### config.mk
export PLATFORM = sky130hd
export DESIGN_NAME = tdm_clock_generator
export DESIGN_NICKNAME = d
export VERILOG_FILES = /design/src/rtl/i2s_pkg.sv /design/src/rtl/bclk_divider.sv /design/src/rtl/tdm_clock_generator.sv
export SDC_FILE = /design/constraint.sdc
export NUM_CORES = 1
export LEC_CHECK = 0
export CAP_MARGIN = 20
export CORE_MARGIN = 8
export CORE_UTILIZATION = 50
export DETAILED_ROUTE_END_ITERATION = 10
export GPL_TIMING_DRIVEN = 0
export HOLD_SLACK_MARGIN = 0.08
export PLACE_DENSITY_LB_ADDON = 0.12
export SYNTH_ARGS = -nofsm -noshare
export SYNTH_HDL_FRONTEND = slang
export SYNTH_SLANG_ARGS = --single-unit
### constraint.sdc
create_clock -name clk_i -period 4.5 [get_ports clk_i]
set_clock_uncertainty 0.1 [all_clocks]
set_input_delay 0.45 -clock clk_i [delete_from_list [all_inputs] [get_ports clk_i]]
set_output_delay 0.45 -clock clk_i [all_outputs]
set_load 0.005 [all_outputs]
### src/rtl/i2s_pkg.sv
// Shared types for the TDM/I2S clock master: framing modes, the shadow
// configuration record and the word-select rule evaluated at each bit start.
package i2s_pkg;

    localparam int CFG_DIV_W      = 8;
    localparam int CFG_SLOT_W     = 6;
    localparam int CFG_SLOT_IDX_W = 3;

    typedef enum logic [1:0] {
        MODE_I2S  = 2'd0,
        MODE_LJ   = 2'd1,
        MODE_DSP  = 2'd2,
        MODE_RSVD = 2'd3
    } i2s_mode_e;

    typedef struct packed {
        logic [CFG_DIV_W-1:0]      div;
        logic [CFG_SLOT_W-1:0]     slot_len;
        logic [CFG_SLOT_IDX_W-1:0] num_slots;
        i2s_mode_e                 mode;
    } tdm_cfg_t;

    // Word-select value for the bit that starts at this falling edge.
    // The last slot of the first half is num_slots/2, i.e. (num_slots+2)/2 - 1.
    function automatic logic lrclk_next(input tdm_cfg_t                  cfg,
                                        input logic [CFG_SLOT_W-1:0]     bit_idx,
                                        input logic [CFG_SLOT_IDX_W-1:0] slot_idx,
                                        input logic                      cur);
        logic last_bit;
        logic res;
        last_bit = (bit_idx == cfg.slot_len);
        res      = cur;
        case (cfg.mode)
            MODE_LJ:  res = (slot_idx <= (cfg.num_slots >> 1));
            MODE_DSP: res = (bit_idx == '0) && (slot_idx == '0);
            default: begin
                // I2S leads each half by one bit; clearing wins when both
                // halves collapse onto slot 0 (single-slot frames).
                if (last_bit && (slot_idx == cfg.num_slots))
                    res = 1'b0;
                else if (last_bit && (slot_idx == (cfg.num_slots >> 1)))
                    res = 1'b1;
                else if ((bit_idx == '0) && (slot_idx == '0))
                    res = 1'b0;
                else
                    res = cur;
            end
        endcase
        return res;
    endfunction

endpackage

### src/rtl/bclk_divider.sv
// Half-period down-counter producing BCLK and its registered edge strobes.
// fall_next_o tells the sequencer that the coming edge starts a new bit.
module bclk_divider #(
    parameter int DIV_W = 8
) (
    input  logic             clk_i,
    input  logic             rst_ni,
    input  logic             run_i,
    input  logic [DIV_W-1:0] div_i,
    output logic             bclk_o,
    output logic             bclk_rise_o,
    output logic             bclk_fall_o,
    output logic             fall_next_o
);

    logic [DIV_W-1:0] cnt_q;
    logic             bclk_q;
    logic             rise_q;
    logic             fall_q;
    logic             running_q;

    assign bclk_o      = bclk_q;
    assign bclk_rise_o = rise_q;
    assign bclk_fall_o = fall_q;
    assign fall_next_o = running_q && bclk_q && (cnt_q == '0);

    // Count down each phase; toggle and reload at terminal count.
    always_ff @(posedge clk_i or negedge rst_ni) begin
        if (!rst_ni) begin
            cnt_q     <= '0;
            bclk_q    <= 1'b0;
            rise_q    <= 1'b0;
            fall_q    <= 1'b0;
            running_q <= 1'b0;
        end else if (!run_i) begin
            cnt_q     <= '0;
            bclk_q    <= 1'b0;
            rise_q    <= 1'b0;
            fall_q    <= 1'b0;
            running_q <= 1'b0;
        end else if (!running_q) begin
            // First bit after start begins with a low phase and a fall strobe.
            cnt_q     <= div_i;
            bclk_q    <= 1'b0;
            rise_q    <= 1'b0;
            fall_q    <= 1'b1;
            running_q <= 1'b1;
        end else if (cnt_q == '0) begin
            cnt_q  <= div_i;
            bclk_q <= ~bclk_q;
            rise_q <= ~bclk_q;
            fall_q <= bclk_q;
        end else begin
            cnt_q  <= cnt_q - 1'b1;
            rise_q <= 1'b0;
            fall_q <= 1'b0;
        end
    end

endmodule

### src/rtl/tdm_clock_generator.sv
// Serial-audio clock master: BCLK, word select / frame sync, and clk_i-domain
// bit/slot indices. Configuration is sampled only at frame boundaries and a
// stop request always lets the current frame finish.
module tdm_clock_generator
    import i2s_pkg::*;
#(
    parameter int DIV_W      = CFG_DIV_W,
    parameter int SLOT_W     = CFG_SLOT_W,
    parameter int SLOT_IDX_W = CFG_SLOT_IDX_W
) (
    input  logic                  clk_i,
    input  logic                  rst_ni,
    input  logic                  enable_i,
    input  logic [DIV_W-1:0]      clk_div_i,
    input  logic [SLOT_W-1:0]     slot_len_i,
    input  logic [SLOT_IDX_W-1:0] num_slots_i,
    input  logic [1:0]            mode_i,
    output logic                  bclk_o,
    output logic                  lrclk_o,
    output logic                  bclk_rise_o,
    output logic                  bclk_fall_o,
    output logic [SLOT_W-1:0]     bit_idx_o,
    output logic [SLOT_IDX_W-1:0] slot_idx_o,
    output logic                  frame_start_o,
    output logic                  active_o
);

    typedef enum logic {ST_IDLE, ST_RUN} state_e;

    state_e                state_q;
    tdm_cfg_t              cfg_q;
    tdm_cfg_t              cfg_d;
    tdm_cfg_t              cfg_in;
    logic [SLOT_W-1:0]     bit_q, bit_d;
    logic [SLOT_IDX_W-1:0] slot_q, slot_d;
    logic                  lrclk_q, lrclk_d;
    logic                  frame_start_q;
    logic                  active_q;
    logic                  fall_next;
    logic                  last_bit, last_slot;
    logic                  start, boundary, stop, run;

    // Live configuration inputs gathered into the shadow record format.
    always_comb begin
        cfg_in           = '0;
        cfg_in.div       = clk_div_i;
        cfg_in.slot_len  = slot_len_i;
        cfg_in.num_slots = num_slots_i;
        cfg_in.mode      = i2s_mode_e'(mode_i);
    end

    // Position advance, frame-boundary detection and next word-select value.
    always_comb begin
        last_bit  = (bit_q == cfg_q.slot_len);
        last_slot = (slot_q == cfg_q.num_slots);
        start     = (state_q == ST_IDLE) && enable_i;
        boundary  = (state_q == ST_RUN) && fall_next && last_bit && last_slot;
        stop      = boundary && !enable_i;
        run       = start || ((state_q == ST_RUN) && !stop);
        cfg_d     = (start || (boundary && enable_i)) ? cfg_in : cfg_q;
        if (start || boundary) begin
            bit_d  = '0;
            slot_d = '0;
        end else if (last_bit) begin
            bit_d  = '0;
            slot_d = slot_q + 1'b1;
        end else begin
            bit_d  = bit_q + 1'b1;
            slot_d = slot_q;
        end
        lrclk_d = lrclk_next(cfg_d, bit_d, slot_d, lrclk_q);
    end

    // The divider reloads from cfg_d so a re-latched divider applies to the
    // very bit that starts the new frame.
    bclk_divider #(
        .DIV_W(DIV_W)
    ) u_bclk_divider (
        .clk_i      (clk_i),
        .rst_ni     (rst_ni),
        .run_i      (run),
        .div_i      (cfg_d.div),
        .bclk_o     (bclk_o),
        .bclk_rise_o(bclk_rise_o),
        .bclk_fall_o(bclk_fall_o),
        .fall_next_o(fall_next)
    );

    // Sequencer: start, per-bit advance on falling edges, graceful stop.
    always_ff @(posedge clk_i or negedge rst_ni) begin
        if (!rst_ni) begin
            state_q       <= ST_IDLE;
            cfg_q         <= '0;
            bit_q         <= '0;
            slot_q        <= '0;
            lrclk_q       <= 1'b0;
            frame_start_q <= 1'b0;
            active_q      <= 1'b0;
        end else begin
            frame_start_q <= 1'b0;
            case (state_q)
                ST_IDLE: begin
                    if (start) begin
                        state_q       <= ST_RUN;
                        cfg_q         <= cfg_d;
                        bit_q         <= bit_d;
                        slot_q        <= slot_d;
                        lrclk_q       <= lrclk_d;
                        frame_start_q <= 1'b1;
                        active_q      <= 1'b1;
                    end
                end
                ST_RUN: begin
                    if (stop) begin
                        state_q  <= ST_IDLE;
                        bit_q    <= '0;
                        slot_q   <= '0;
                        lrclk_q  <= 1'b0;
                        active_q <= 1'b0;
                    end else if (fall_next) begin
                        cfg_q         <= cfg_d;
                        bit_q         <= bit_d;
                        slot_q        <= slot_d;
                        lrclk_q       <= lrclk_d;
                        frame_start_q <= boundary;
                    end
                end
            endcase
        end
    end

    assign lrclk_o       = lrclk_q;
    assign bit_idx_o     = bit_q;
    assign slot_idx_o    = slot_q;
    assign frame_start_o = frame_start_q;
    assign active_o      = active_q;

endmodule

==> run metrics, run 1 <==
DRC viols=0; initial antenna violation count=0; Unique masters post-synth=46; Post-Syn Area=2541 um2; fin area=3131 um2; Post-synth EDFFs=0; Final #Nets=330; setup TNS=0 ns; drt wl/cell=14.98 um; RePlAce Congestion=0.8573; highest ir drop seen on vdd=0.0001580 V; CP Cell Sequence=xnor2_1 -> nand2_1 -> o41ai_4 -> nand2_2 -> clkinv_2 -> buf_2 -> mux2i_1 -> ha_1 -> nor2b_1 -> o21ai_0 -> and3_1 -> a31oi_1 -> o41ai_1 -> a41o_1; DRT Wirelength=5558 um; vias in the first global route=2000; Crit path largest cell delay=0.49 ns; RSZ-0062 raised after global routing=false; most common cell after layout, fill and taps aside=dfrtp_1; clock latency on the worst-skew pair=0.30 ns; HPWL after DPL=4317 um; # rows=26; worst path required time=4.64 ns; Post-Syn Area per Cell=9.965 um2; final hold vios=0; All-Layer GR Usage=0.1565; io pins=37; most frequent cells in the layout=44 x dfrtp_1, 35 x clkdlybuf4s50_1, 26 x nand2_1, 19 x nor2_1, 19 x mux2_2; final core occ=0.6249; Synth Warn #=0; grt ovf=0; syn_nets=285; outcome=finished, final reports clean; Syn Inst Count=255; die height=87.29 um; Die Width=87.29 um; Hold WC Path Type=reg2reg; Worst Path Buf+Inv=2; WP data arrival=3.82 ns; CTS tree=done; Via density=5.407; crit-path max FO=10; number of max-cap violations=0; CTS Sinks=44; post-route insts no fill=371; Max transition margin=0.6156; # setup viols final=0; Startpoint Class=register; Top delay family on crit path=compound AO/OA/AOI/OAI gates; sequential fraction of the synthesis area=0.4333; post-synthesis register bit count=44; placed cells=362; Inserted Diodes=0; DRT iter0 DRCs=68; final number of max-transition violations=0; core area=5010 um2; top_reg_cell synth=dfrtp_1; Final min period=3.681 ns; IO buf count=36; die area=7620 um2; first-pass GRT wire length=9280 um; Total Power=746.2 uW; starting density of the core=0.5072; total CTS buffers=5; largest net degree at the start of global routing=33; Clock Path Buffers=2; Root Driver=clkbuf_8; Crit. End Element=register; critical path's slowest cell=o41ai_4; Area Growth Syn to Fin=23.19%; layout cell share with drive strength beyond 1=0.1429; Detailed Routing Iterations Pass 1=5; Vias=2006; FMAX=271.7 MHz; FFs w/ async S/R, synth=1.000; H-Tree Depth=2; clock-pin transition on the worst setup and hold timing paths=0.09 ns; Placed Area=3004 um2; number of routed nets with antenna violations=0; Pwr per Cell Area=238.4 nW/um2; worst slew pin tran=0.5766 ns; Leak=0.001450 uW; Setup CP Type=reg2reg; Tcrit/Tclk final=0.8180
[final timing paths]
path                                          start                    to  slack (ns)  cells past startpoint
max in group asynchronous                    rst_ni  cfg_q[6]$_DFFE_PN0P_        3.37                      3
min in group asynchronous                    rst_ni  cfg_q[2]$_DFFE_PN0P_        0.46                      2
min                            cfg_q[0]$_DFFE_PN0P_  cfg_q[0]$_DFFE_PN0P_        0.41                      1
max                        bit_idx_o[0]$_DFFE_PN0P_   lrclk_o$_DFFE_PN0P_        0.82                     14
max reg2reg                bit_idx_o[0]$_DFFE_PN0P_   lrclk_o$_DFFE_PN0P_        0.82                     14
min reg2reg                    cfg_q[0]$_DFFE_PN0P_  cfg_q[0]$_DFFE_PN0P_        0.41                      1
[cells in the mapped netlist, drive strengths merged, types with 3 or more instances]
cell type	n	area, um2
nand2	27	103.9
buf	5	25.02
mux2	21	240.2
nand3	11	55.05
ha	8	100.1
xnor2	18	157.7
a21oi	13	65.06
dfrtp	44	1101
clkbuf	4	15.01
a31oi	3	18.77
nand2b	4	25.02
xor2	8	70.07
o21ai	14	70.06
inv	12	45.04
nor2b	3	18.77
o41ai	3	45.05
nor2	19	71.32
nand4	3	31.28
o31ai	3	22.52
and3	4	25.02
[what timing repair did]
item,in CTS,in global routing
hold endpoints to repair,12,0
hold buffers,1,0
setup buffers,0,0
gates resized for setup,0,0
[final cells by class]
class | count | area [um2]
clock inverters | 3 | 47.55
repair buffers | 38 | 385.4
clock buffers | 5 | 68.82
inverters | 13 | 50.05
fillers | 453 | 1879
multi-input cells | 189 | 1350
well taps | 70 | 87.58
plain buffers | 9 | 40.04
flip-flops and latches | 44 | 1101
[report_power, final]
part | internal, uW | leakage [uW] | switching (uW)
registers | 396 | 0.000577 | 1.03
logic | 23.0 | 0.000815 | 16.0
clock network | 167 | 0.0000583 | 143
total | 586 | 0.00145 | 160
[kinds of logic after synthesis]
logic type,count (synthesis),synth area share
AOI/OAI and AO/OA,50,0.1339
adders and majority gates,8,0.03939
and+or+nand+nor,82,0.1659
muxes,23,0.1024
buffers and inverters,22,0.03544
DFF,44,0.4333
xor gates and xnor gates,26,0.08961
[per-layer routing]
metal | global-route usage | up-vias | wire (um)
met5 | 0 | - | 0
met4 | 0.05313 | 0 | 86
met3 | 0.04340 | 7 | 286
met2 | 0.2459 | 44 | 2409
met1 | 0.2006 | 968 | 2775
li1 | - | 987 | -
[registers in the layout, indices dropped and copies added (netlist names)]
| signal | flops |
|---|---|
| cfg_q | 19 |
| u_bclk_divider.cnt_q | 8 |
| bit_idx_o | 6 |
| slot_idx_o | 3 |
| active_o | 1 |
| frame_start_o | 1 |
| lrclk_o | 1 |
| state_q | 1 |
| u_bclk_divider.bclk_fall_o | 1 |
| u_bclk_divider.bclk_o | 1 |
| u_bclk_divider.bclk_rise_o | 1 |
| u_bclk_divider.running_q | 1 |
[stage by stage]
| step | hold slack (ns) | worst slack [ns] |
|---|---|---|
| after floorplan | 0.05441 | 1.216 |
| after global placement | 0.3811 | 0.8326 |
| after global routing | 0.4323 | 0.5834 |
| final | 0.4098 | 0.8191 |
| after detailed placement | 0.2582 | 0.8699 |
| after CTS | 0.4104 | 0.8258 |
No activity file was read; power rests on OpenSTA's default activity.
==> run 2: changes to the inputs <==
--- a/config.mk
+++ b/config.mk
@@ -7,7 +7,7 @@
 export LEC_CHECK = 0
 export CAP_MARGIN = 20
 export CORE_MARGIN = 8
-export CORE_UTILIZATION = 50
+export CORE_UTILIZATION = 49
 export DETAILED_ROUTE_END_ITERATION = 10
 export GPL_TIMING_DRIVEN = 0
 export HOLD_SLACK_MARGIN = 0.08
==> constraint.sdc (replaced) <==
create_clock -name clk_i -period 3.36 [get_ports clk_i]
set_clock_uncertainty 0.1 [all_clocks]
set_input_delay 0.336 -clock clk_i [delete_from_list [all_inputs] [get_ports clk_i]]
set_output_delay 0.336 -clock clk_i [all_outputs]
set_load 0.005 [all_outputs]
==> run 2 against run 1 <==
Wire length rose by 6.5%. Hold slack worse by 0.012 ns. Register-to-register slack got worse by 0.72 ns. First-iteration DRC count up 99%.
==> run metrics, run 2 (same netlist as run 1, synthesis figures left out) <==
largest net degree at the start of global routing=30; RePlAce Congestion=0.8374; sequential share of power=0.527; FMAX=306.5 MHz; Inserted Diodes=0; Vias=2055; highest ir drop seen on vdd=0.0002859 V; max reg flops=19; crit-path max FO=5; Leak=0.001536 uW; # rows=26; Final #Nets=344; largest reg by FF count=cfg_q; All-Layer GR Usage=0.1597; Max transition margin=0.5395; final worst slack=0.09720 ns; Hold Slack=0.3981 ns; worst slew pin tran=0.6908 ns; Startpoint Class=register; IO buf count=36; worst reg2reg path depth=11; Detailed Routing Iterations Pass 1=4; outcome=finished, final reports clean; number of max-cap violations=0; DRC viols=0; Root Driver=clkbuf_8; switch share=0.2212; clock latency on the worst-skew pair=0.30 ns; combinational power share=0.054; Via density=5.338; grt ovf=0; Pwr per Cell Area=294.3 nW/um2; Clock Path Buffers=2; die height=88.02 um; Setup CP Type=reg2reg; starting density of the core=0.5040; total CTS buffers=5; most frequent cells in the layout=37 x dfrtp_1, 35 x clkdlybuf4s50_1, 25 x nand2_1, 19 x nor2_1, 18 x mux2_2; drt wl/cell=15.37 um; most common cell after layout, fill and taps aside=dfrtp_1; Sw Pwr=223.3 uW; P_int=786.2 uW; DRT iter0 DRCs=135; Hold WC Path Type=in2async; worst path required time=3.45 ns; vias in the first global route=2008; Tcrit/Tclk final=0.9711; Final min period=3.263 ns; # setup viols final=0; Placed Area=3004 um2; number of routed nets with antenna violations=0; Clock power frac=0.419; final number of max-transition violations=0; pre-CTS WS=-0.4146 ns; WP data arrival=3.36 ns; CTS Sinks=44; layout cell share with drive strength beyond 1=0.2571; Area Growth Syn to Fin=34.96%; initial antenna violation count=0; HPWL after DPL=4210 um; Die Width=88.02 um; clock-pin transition on the worst setup and hold timing paths=0.09 ns; core area=5042 um2; io pins=37; first-pass GRT wire length=9742 um; final hold vios=0; fin area=3430 um2; Crit. End Element=register; CTS tree=done; DRT Wirelength=5917 um; H-Tree Depth=2; die area=7747 um2
## run 2: cell count changes in the layout (fill, tap and decap cells not counted), sizes merged
cell	delta
buf	+14
## run 2: per-layer routing
layer | share of wire | up-vias | track usage
met1 | 0.51 | 972 | 0.2335
met3 | 0.053 | 7 | 0.03471
met4 | 0.013 | 0 | 0.04762
li1 | - | 1023 | -
met2 | 0.43 | 53 | 0.2271
met5 | 0 | - | 0
## run 2: critical path, stage by stage, from the launching register on
cell and delay (ns):
dfrtp_1 0.43, nor4_4 0.32, nand4_2 0.19, o41ai_4 0.29, nand2_2 0.13, clkinv_4 0.11
buf_4 0.11, mux2_4 0.30, xor2_1 0.12, or4b_4 0.49, or3_1 0.32, a41o_1 0.24
## run 2: power groups by stage
stage          clock network [uW]  logic (uW)  registers (uW)
5_1_grt                       452        60.7             532
4_1_cts                       432        54.5             532
2_1_floorplan                   0        8.64             542
3_5_place_dp                    0        52.9             543
6_report                      423        54.7             532
3_3_place_gp                    0        50.0             543
## run 2: layout make-up
class / instances / area (um2)
inverters: 13 / 53.80
clock inverters: 3 / 47.55
repair buffers: 54 / 505.5
fillers: 410 / 1613
multi-input cells: 189 / 1505
flip-flops and latches: 44 / 1110
plain buffers: 7 / 51.30
clock buffers: 5 / 68.82
well taps: 70 / 87.58
## run 2: what timing repair did
item                                   in CTS  in global routing
pin swaps                                   3                  8
setup endpoints to repair                   1                  1
resized for setup                          12                 27
hold buffers                                1                  0
endpoints found under the hold margin      15                  0
buffers inserted                            6                 10
## run 2: per-stage QoR
step	power, uW	std cells	util	setup TNS (ns)
final	1009	385	0.6801	0
after CTS	1018	377	0.6404	0
after global placement	592.6	361	0.5928	-0.3562
after global routing	1045	385	0.6801	-0.02003
after floorplan	550.8	255	-	0
after detailed placement	595.5	362	0.5958	-0.4146
## run 2: worst paths after layout
kind / startpoint / endpoint / slack (ns)
max in group asynchronous: rst_ni / u_bclk_divider.cnt_q[4]$_DFF_PN0_ / 2.26
setup reg to reg: u_bclk_divider.cnt_q[5]$_DFF_PN0_ / lrclk_o$_DFFE_PN0P_ / 0.1
min in group clk_i: cfg_q[12]$_DFFE_PN0P_ / cfg_q[12]$_DFFE_PN0P_ / 0.40
setup / recovery: u_bclk_divider.cnt_q[5]$_DFF_PN0_ / lrclk_o$_DFFE_PN0P_ / 0.1
hold / removal: rst_ni / bit_idx_o[0]$_DFFE_PN0P_ / 0.40
hold reg to reg: cfg_q[12]$_DFFE_PN0P_ / cfg_q[12]$_DFFE_PN0P_ / 0.40
==> run 3: changes to the inputs <==
--- a/config.mk
+++ b/config.mk
@@ -7,7 +7,7 @@
 export LEC_CHECK = 0
 export CAP_MARGIN = 20
 export CORE_MARGIN = 8
-export CORE_UTILIZATION = 49
+export CORE_UTILIZATION = 35
 export DETAILED_ROUTE_END_ITERATION = 10
 export GPL_TIMING_DRIVEN = 0
 export HOLD_SLACK_MARGIN = 0.08
==> run 3 against run 2 <==
Hold slack lost 0.0026 ns. Design area grew 3.9%. Final cell count grew 9.9%. Die area is 32% higher. Sequential power is essentially flat. Count of clock-buffer cells in the layout is the same. Critical path type unchanged.
==> run metrics, run 3 (same netlist as run 1, synthesis figures left out) <==
Final #Nets=353; max reg flops=19; combinational power share=0.055; # setup viols final=0; starting density of the core=0.3561; Setup CP Type=reg2reg; Root Driver=clkbuf_8; Total Power=1002 uW; final worst slack=0.06960 ns; Worst Path Buf+Inv=2; Max transition margin=0.5422; first-pass GRT wire length=10520 um; outcome=finished, final reports clean; DRC viols=0; P_int=782.9 uW; Crit path depth=11; switch share=0.2188; layout cell share with drive strength beyond 1=0.2747; reg2reg end=lrclk_o$_DFFE_PN0P_; most frequent cells in the layout=40 x dfrtp_1, 35 x clkdlybuf4s50_1, 25 x nand2_1, 23 x buf_4, 19 x nor2_1; worst reg2reg path depth=11; R2R Path Start=slot_idx_o[0]$_DFFE_PN0P_; Crit. End Element=register; setup TNS=0 ns; number of routed nets with antenna violations=0; total CTS buffers=5; largest reg by FF count=cfg_q; final number of max-transition violations=0; largest net degree at the start of global routing=28; most common cell after layout, fill and taps aside=dfrtp_1; All-Layer GR Usage=0.1295; Tcrit/Tclk final=0.9793; worst reg2reg setup slack=0.07 ns; drt wl/cell=15.31 um; sequential share of power=0.531; Via density=5.026; final core occ=0.4995; highest ir drop seen on vdd=0.0001537 V; Detailed Routing Iterations Pass 1=4; Inserted Diodes=0; Leak=0.001595 uW; Vias=2126; CP Cell Sequence=xnor2_2 -> nand3_2 -> o41ai_4 -> nand2_2 -> clkinv_4 -> buf_12 -> mux2_4 -> xor2_1 -> or4b_4 -> or3_4 -> a41o_1; Sw Pwr=219.3 uW; WP data arrival=3.39 ns; Crit path largest cell delay=0.56 ns; Fillers=694; CTS tree=done; final hold vios=0; Pwr per Cell Area=281.2 nW/um2; clock-pin transition on the worst setup and hold timing paths=0.09 ns; FMAX=303.9 MHz; Startpoint Class=register; DRT Wirelength=6475 um; io pins=37; Clock power frac=0.414; die height=101.2 um; Area Growth Syn to Fin=40.28%; Final min period=3.290 ns; core area=7137 um2; # rows=31; vias in the first global route=2060; initial antenna violation count=0; H-Tree Depth=2; HPWL after DPL=4563 um; die area=10240 um2; grt ovf=0; Hold WC Path Type=in2async; Clock Path Buffers=2; worst path required time=3.46 ns; Top delay family on crit path=simple AND/OR/NAND/NOR gates; worst slew pin tran=0.6867 ns; number of max-cap violations=0; Hold Slack=0.3955 ns; CTS Sinks=44; Die Width=101.2 um; RePlAce Congestion=0.8085; IO buf count=36; pre-CTS WS=-0.3212 ns; clock latency on the worst-skew pair=0.30 ns; DRT iter0 DRCs=89; critical path's slowest cell=or4b_4; crit-path max FO=5
-- run 3: worst register-to-register path: cells and delay by family, from the launching register on --
family	cells	cell delay [ns]
AOI/OAI and AO/OA	2	0.56
DFF	1	0.46
xor gates and xnor gates	2	0.39
and+or+nand+nor	4	1.18
buffers and inverters	2	0.20
muxes	1	0.31
-- run 3: cell type report --
| type | count | area [um2] | share of cell area |
|---|---|---|---|
| Multi-Input combinational cell | 189 | 1521 | 0.4268 |
| Sequential cell | 44 | 1106 | 0.3103 |
| Timing Repair Buffer | 62 | 578.1 | 0.1622 |
| Tap cell | 99 | 123.9 | 0.03475 |
| Buffer | 8 | 70.07 | 0.01966 |
| Clock buffer | 5 | 68.82 | 0.01931 |
| Inverter | 13 | 53.80 | 0.01509 |
| Clock inverter | 3 | 42.54 | 0.01193 |
-- run 3: through the flow --
stage,instances,cell area [um2]
after floorplan,255,2541
after global placement,390,3025
after detailed placement,391,3040
after CTS,406,3268
after global routing,423,3565
final,423,3565
-- run 3: worst max-delay path by stage --
stage	slack [ns]	end	start
floorplan	0.08	lrclk_o$_DFFE_PN0P_	bit_idx_o[3]$_DFFE_PN0P_
finish	0.07	lrclk_o$_DFFE_PN0P_	slot_idx_o[0]$_DFFE_PN0P_
global route	-0.04	lrclk_o$_DFFE_PN0P_	slot_idx_o[0]$_DFFE_PN0P_
global placement	-0.30	lrclk_o$_DFFE_PN0P_	bit_idx_o[4]$_DFFE_PN0P_
CTS	0.01	lrclk_o$_DFFE_PN0P_	u_bclk_divider.cnt_q[5]$_DFF_PN0_
detailed placement	-0.32	lrclk_o$_DFFE_PN0P_	bit_idx_o[4]$_DFFE_PN0P_
-- run 3: timing repair --
action                                  4_1_cts  5_1_grt
hold buffers                                  1        0
buffers inserted                              6       18
pin swaps                                     5       13
endpoints found under the setup margin        1        1
endpoints found under the hold margin        17        0
resized for setup                            14       31
-- run 3: power by group through the flow --
stage / Clock (uW) / Sequential [uW] / Combinational (uW)
after floorplan: 0 / 542 / 8.64
after CTS: 428 / 532 / 54.1
after global routing: 455 / 532 / 61.8
final: 415 / 532 / 55.0
after detailed placement: 0 / 542 / 52.3
after global placement: 0 / 543 / 49.9
-- run 3: routing by layer --
metal | vias to the layer above | share of wire | global-route usage
li1 | 1034 | - | -
met3 | 11 | 0.051 | 0.03093
met2 | 46 | 0.45 | 0.1867
met4 | 0 | 0.011 | 0.03093
met5 | - | 0 | 0
met1 | 1035 | 0.49 | 0.1882
